<file path="src/rtl/phy_rx_deserializer.sv">
// Byte-stream receiver: finds frame phase from idle symbols and rebuilds 4 lanes.
// Optional macro PHY_RX_ERR_CNT_EN adds err_count (valid idle symbols while aligned).
module phy_rx_deserializer #(
    parameter logic [7:0]  IDLE_SYM   = 8'hBC,
    parameter int unsigned SYNC_COUNT = 8
) (
    input  logic       clk,
    input  logic       reset_L,
    input  logic [7:0] data_in,
    input  logic       valid_in,
    output logic [7:0] data_out_0,
    output logic [7:0] data_out_1,
    output logic [7:0] data_out_2,
    output logic [7:0] data_out_3,
    output logic       valid_out_0,
    output logic       valid_out_1,
    output logic       valid_out_2,
    output logic       valid_out_3,
`ifdef PHY_RX_ERR_CNT_EN
    output logic [7:0] err_count,
`endif
    output logic       frame_strobe,
    output logic       active
);

    typedef enum logic [1:0] {HUNT, ARMED, ALIGNED} state_e;

    localparam logic [7:0] SYNC_CNT8 = 8'(SYNC_COUNT);

    state_e          state_q, state_d;
    logic [7:0]      idle_q, idle_d;
    logic [1:0]      slot_q, slot_d;
    logic [2:0][7:0] shd_q, shd_d;
    logic [2:0]      shv_q, shv_d;
    logic [3:0][7:0] out_q, out_d;
    logic [3:0]      vout_q, vout_d;
    logic            strobe_q, strobe_d;

    logic [7:0] byte_in;
    logic       is_idle;

    assign byte_in = valid_in ? data_in : 8'h00;
    assign is_idle = !valid_in && (data_in == IDLE_SYM);

    // Sync FSM, slot capture and frame release
    always_comb begin
        state_d  = state_q;
        idle_d   = idle_q;
        slot_d   = slot_q;
        shd_d    = shd_q;
        shv_d    = shv_q;
        out_d    = out_q;
        vout_d   = vout_q;
        strobe_d = 1'b0;
        unique case (state_q)
            HUNT: begin
                if (is_idle) begin
                    if (idle_q != SYNC_CNT8) begin
                        idle_d = idle_q + 8'd1;
                    end
                    if (idle_q + 8'd1 == SYNC_CNT8) begin
                        state_d = ARMED;
                    end
                end else begin
                    idle_d = 8'd0;
                end
            end
            ARMED: begin
                if (valid_in) begin
                    shd_d[0] = data_in;
                    shv_d[0] = 1'b1;
                    slot_d   = 2'd1;
                    state_d  = ALIGNED;
                end
            end
            ALIGNED: begin
                slot_d = slot_q + 2'd1;
                unique case (slot_q)
                    2'd0: begin
                        shd_d[0] = byte_in;
                        shv_d[0] = valid_in;
                    end
                    2'd1: begin
                        shd_d[1] = byte_in;
                        shv_d[1] = valid_in;
                    end
                    2'd2: begin
                        shd_d[2] = byte_in;
                        shv_d[2] = valid_in;
                    end
                    default: begin
                        out_d[0]  = shd_q[0];
                        out_d[2]  = shd_q[1];
                        out_d[1]  = shd_q[2];
                        out_d[3]  = byte_in;
                        vout_d[0] = shv_q[0];
                        vout_d[2] = shv_q[1];
                        vout_d[1] = shv_q[2];
                        vout_d[3] = valid_in;
                        strobe_d  = 1'b1;
                        if (shv_q == 3'b000 && !valid_in) begin
                            state_d = ARMED;
                        end
                    end
                endcase
            end
            default: state_d = HUNT;
        endcase
    end

    // State and datapath registers
    always_ff @(posedge clk or negedge reset_L) begin
        if (!reset_L) begin
            state_q  <= HUNT;
            idle_q   <= 8'd0;
            slot_q   <= 2'd0;
            shd_q    <= '0;
            shv_q    <= '0;
            out_q    <= '0;
            vout_q   <= '0;
            strobe_q <= 1'b0;
        end else begin
            state_q  <= state_d;
            idle_q   <= idle_d;
            slot_q   <= slot_d;
            shd_q    <= shd_d;
            shv_q    <= shv_d;
            out_q    <= out_d;
            vout_q   <= vout_d;
            strobe_q <= strobe_d;
        end
    end

`ifdef PHY_RX_ERR_CNT_EN
    logic [7:0] err_q, err_d;

    // Saturating count of valid idle symbols seen while aligned
    always_comb begin
        err_d = err_q;
        if (state_q == ALIGNED && valid_in && data_in == IDLE_SYM
            && err_q != 8'hFF) begin
            err_d = err_q + 8'd1;
        end
    end

    // Error counter register
    always_ff @(posedge clk or negedge reset_L) begin
        if (!reset_L) begin
            err_q <= 8'd0;
        end else begin
            err_q <= err_d;
        end
    end

    assign err_count = err_q;
`endif

    assign data_out_0   = out_q[0];
    assign data_out_1   = out_q[1];
    assign data_out_2   = out_q[2];
    assign data_out_3   = out_q[3];
    assign valid_out_0  = vout_q[0];
    assign valid_out_1  = vout_q[1];
    assign valid_out_2  = vout_q[2];
    assign valid_out_3  = vout_q[3];
    assign frame_strobe = strobe_q;
    assign active       = (state_q == ALIGNED);

endmodule

</file>
<file path="config.mk">
export PLATFORM = sky130hd
export DESIGN_NAME = phy_rx_deserializer
export DESIGN_NICKNAME = d
export VERILOG_FILES = /design/src/rtl/phy_rx_deserializer.sv
export SDC_FILE = /design/constraint.sdc
export NUM_CORES = 1
export LEC_CHECK = 0
export ABC_AREA = 1
export CORE_ASPECT_RATIO = 0.7
export CORE_MARGIN = 3
export CORE_UTILIZATION = 50
export DETAILED_ROUTE_END_ITERATION = 6
export PLACE_DENSITY = 0.74
export SLEW_MARGIN = 25
export SYNTH_ARGS = -nofsm -noshare
export SYNTH_HDL_FRONTEND = slang
export SYNTH_SLANG_ARGS = --single-unit
</file>
<file path="constraint.sdc">
create_clock -name clk -period 3.6 [get_ports clk]
set_clock_uncertainty 0.1 [all_clocks]
set_input_delay 1.08 -clock clk [delete_from_list [all_inputs] [get_ports clk]]
set_output_delay 1.08 -clock clk [all_outputs]
set_load 0.05 [all_outputs]
</file>
==> impl_metrics.ini <==
[run_status]
status = finished, final reports clean

[detailed_routing]
vias = 2535
wl_per_cell_um = 13.1
drc = 0
drt_iter0_markers = 146
wirelength_um = 6630
dr.pass1.iters = 4
final_antenna_net_count = 0
vias_per_cell = 5.00

[placed_design]
post-dp-hpwl_um = 4670
post-place-ws_ns = 0.718
place.gp.congestion = 0.883
io_buffers = 48
post-place-cells = 491

[sta]
tns_ns = 0
maxSlewHeadroom_pct = 51.8
fin_ws_ns = 0.526
rsz0062_at_grt = false
hold_viol_final = 0
worst_pin_slew_ns = 0.722
fmax_mhz = 325
post-route-period-util_pct = 85.4
period_needed_ns = 3.07
setup_violations = 0
whs_ns = 0.373
slew_viol_final = 0

[synth]
synth_top_area_cell = dfrtp_1
synth_top_area_share_pct = 57.4
ys_seq_area_share_pct = 57.4
synth_compound_area_share_pct = 9.10
synth.area.top_cells = dfrtp_1, nand2_1, o21ai_0
ys_types = 25
synth.area.mux_share_pct = 0
syn_nets = 393
synth_xor_area_share_pct = 0.264
ys_seq_elements = 76
synth-simple-area-share_pct = 25.4
yosysWarnings = 0
synthCells = 376
synthAdderAreaFrac_pct = 2.27
syn_area_per_cell_um2 = 8.81
synth_top_family_by_area = simple AND/OR/NAND/NOR gates
synth_area_um2 = 3310

[clocking]
cts_hold_buf = 0
htree_levels = 3
cts_setup_buffers = 0
cts_buffers = 9
clk_latency_ns = 0.34
ctsResizeCount = 0
clockBufferDepth = 2
cts.sinks = 76
clockRootBuffer = clkbuf_8
path_clk_slew_ns = 0.08
cts_tree = yes

[floorplanning]
die_h_um = 74.1
die_x_um = 103
io_pins = 49
dieArea_um2 = 7650
coreArea_um2 = 6310
num_rows = 24
initial_core_util_pct = 52.5

[worst_hold_path]
hold_class = flip-flop to flip-flop

[worst_setup_path]
worstPathArrival_ns = 1.89
critical_path_class = flip-flop to output pin
critPathMaxFanout = 6
cp_slowest_cell = clkdlybuf4s50_1
path_buf_inv = 3
crit_path_max_incr_delay_ns = 0.82
worst_ep_required_time_ns = 2.42
critPathLaunchType = flip-flop
crit_path_cell_trace = inv_1, nand2_4, inv_2, clkdlybuf4s50_1
critPathCaptureType = output pin
critical-path-top-delay-family = buffers and inverters

[final_layout]
instances_no_fill = 507
regArea_um2 = 1900
drive_gt1_share_pct = 10.0
n_antenna_cell = 0
multi_input_area_um2 = 1230
nFillCells = 544
nNetsFinal = 441
area_growth_pct = 22.1

[global_route]
grt_use_total_pct = 19.6
gr-total-overflow = 0
grt_pass1_vias = 2426
antenna_found_initial = 0
grt_max_degree = 77
grt_pass1_wl_um = 11500

[power_and_ir_drop]
peakVddDrop_mv = 0.537
cellPowerDensity_nw_per_um2 = 920
p_leak_nw = 2.00

[run]
drv_cap = 0
registers in the layout, indices dropped and copies added (netlist names):
signal,count
idle_q,8
data_out_3,8
frame_strobe,1
shv_q,3
data_out_0,8
state_q,2
data_out_1,8
vout_q,4
data_out_2,8
slot_q,2
shd_q,24
area by class of cell:
| class | instances | share of cell area, % |
|---|---|---|
| Multi-Input combinational cell | 256 | 30.3 |
| Inverter | 32 | 2.97 |
| Timing Repair Buffer | 49 | 12.1 |
| Tap cell | 78 | 2.41 |
| Sequential cell | 76 | 47.0 |
| Clock inverter | 6 | 1.76 |
| Clock buffer | 10 | 3.40 |
worst paths after layout:
| check | cells after the start | slack [ns] | to | start |
|---|---|---|---|---|
| max | 4 | 0.53 | active | state_q[0]$_DFFE_PN0P_ |
| min | 2 | 0.37 | data_out_2[6]$_DFFE_PN0P_ | data_out_2[6]$_DFFE_PN0P_ |
| max reg2reg | 6 | 1.63 | vout_q[1]$_DFFE_PN0P_ | slot_q[0]$_DFFE_PN0P_ |
| min reg2reg | 2 | 0.37 | data_out_2[6]$_DFFE_PN0P_ | data_out_2[6]$_DFFE_PN0P_ |
| max in group asynchronous | 1 | 2.30 | shd_q[2]$_DFFE_PN0P_ | reset_L |
| min in group asynchronous | 1 | 0.65 | data_out_1[4]$_DFFE_PN0P_ | reset_L |
placed cells by master (no fill, tap or decap), types with 2 or more instances in the layout:
cell type,count
clkdlybuf4s50_1,47
inv_2,4
nor2_2,2
clkbuf_8,10
inv_6,2
nor2_1,11
o21ai_0,35
o21ai_4,2
nand3_1,11
dfrtp_1,76
inv_1,28
ha_1,6
o21ai_2,9
nand4_1,7
nand2_4,2
nor3_1,2
nand2_2,3
nand2_1,159
clkinvlp_4,2
power breakdown:
group | internal (mW) | switching (mW)
Clock | 0.345 | 0.324
Sequential | 1.19 | 0.188
Combinational | 0.532 | 1.14
metal layers:
layer | wire [um] | global-route usage, % | vias up
li1 | - | - | 1274
met1 | 3230 | 26.4 | 1216
met2 | 3110 | 31.5 | 40
met5 | 0 | 0 | -
met3 | 263 | 6.65 | 5
met4 | 32 | 3.45 | 0
cells in the mapped netlist:
cell / number
nand2_2: 3
nand3_1: 11
clkbuf_1: 2
nor3_1: 2
nand2_4: 2
nor3b_2: 1
o21ai_2: 9
ha_1: 6
nand4_1: 7
nand3b_1: 1
o21ai_0: 35
nor2_1: 11
o21bai_1: 1
nand2_1: 159
inv_2: 4
o21ai_4: 2
or2_4: 1
buf_6: 1
a22oi_1: 1
nor2_2: 2
dfrtp_1: 76
buf_2: 9
inv_1: 28
nor2_4: 1
xor2_1: 1
per-stage QoR:
step	total power [mW]	cell area, um2	util [%]
2_1_floorplan	2.53	3310	-
3_3_place_gp	3.04	3830	60.8
3_5_place_dp	3.08	3830	60.8
4_1_cts	3.76	4040	64.1
5_1_grt	3.95	4040	64.1
6_report	3.72	4040	64.1
kinds of logic after synthesis:
group                      Yosys count
DFF                                 76
buffers and inverters               44
and+or+nand+nor                    201
xor gates and xnor gates             1
AOI/OAI and AO/OA                   48
adders and majority gates            6
worst min-delay path, cell delays in order (launching register included):
cell and delay [ns]:
dfrtp_1 0.35, nand2_1 0.05, nand2_1 0.05
Note: power is estimated with default switching activity, not from simulation.
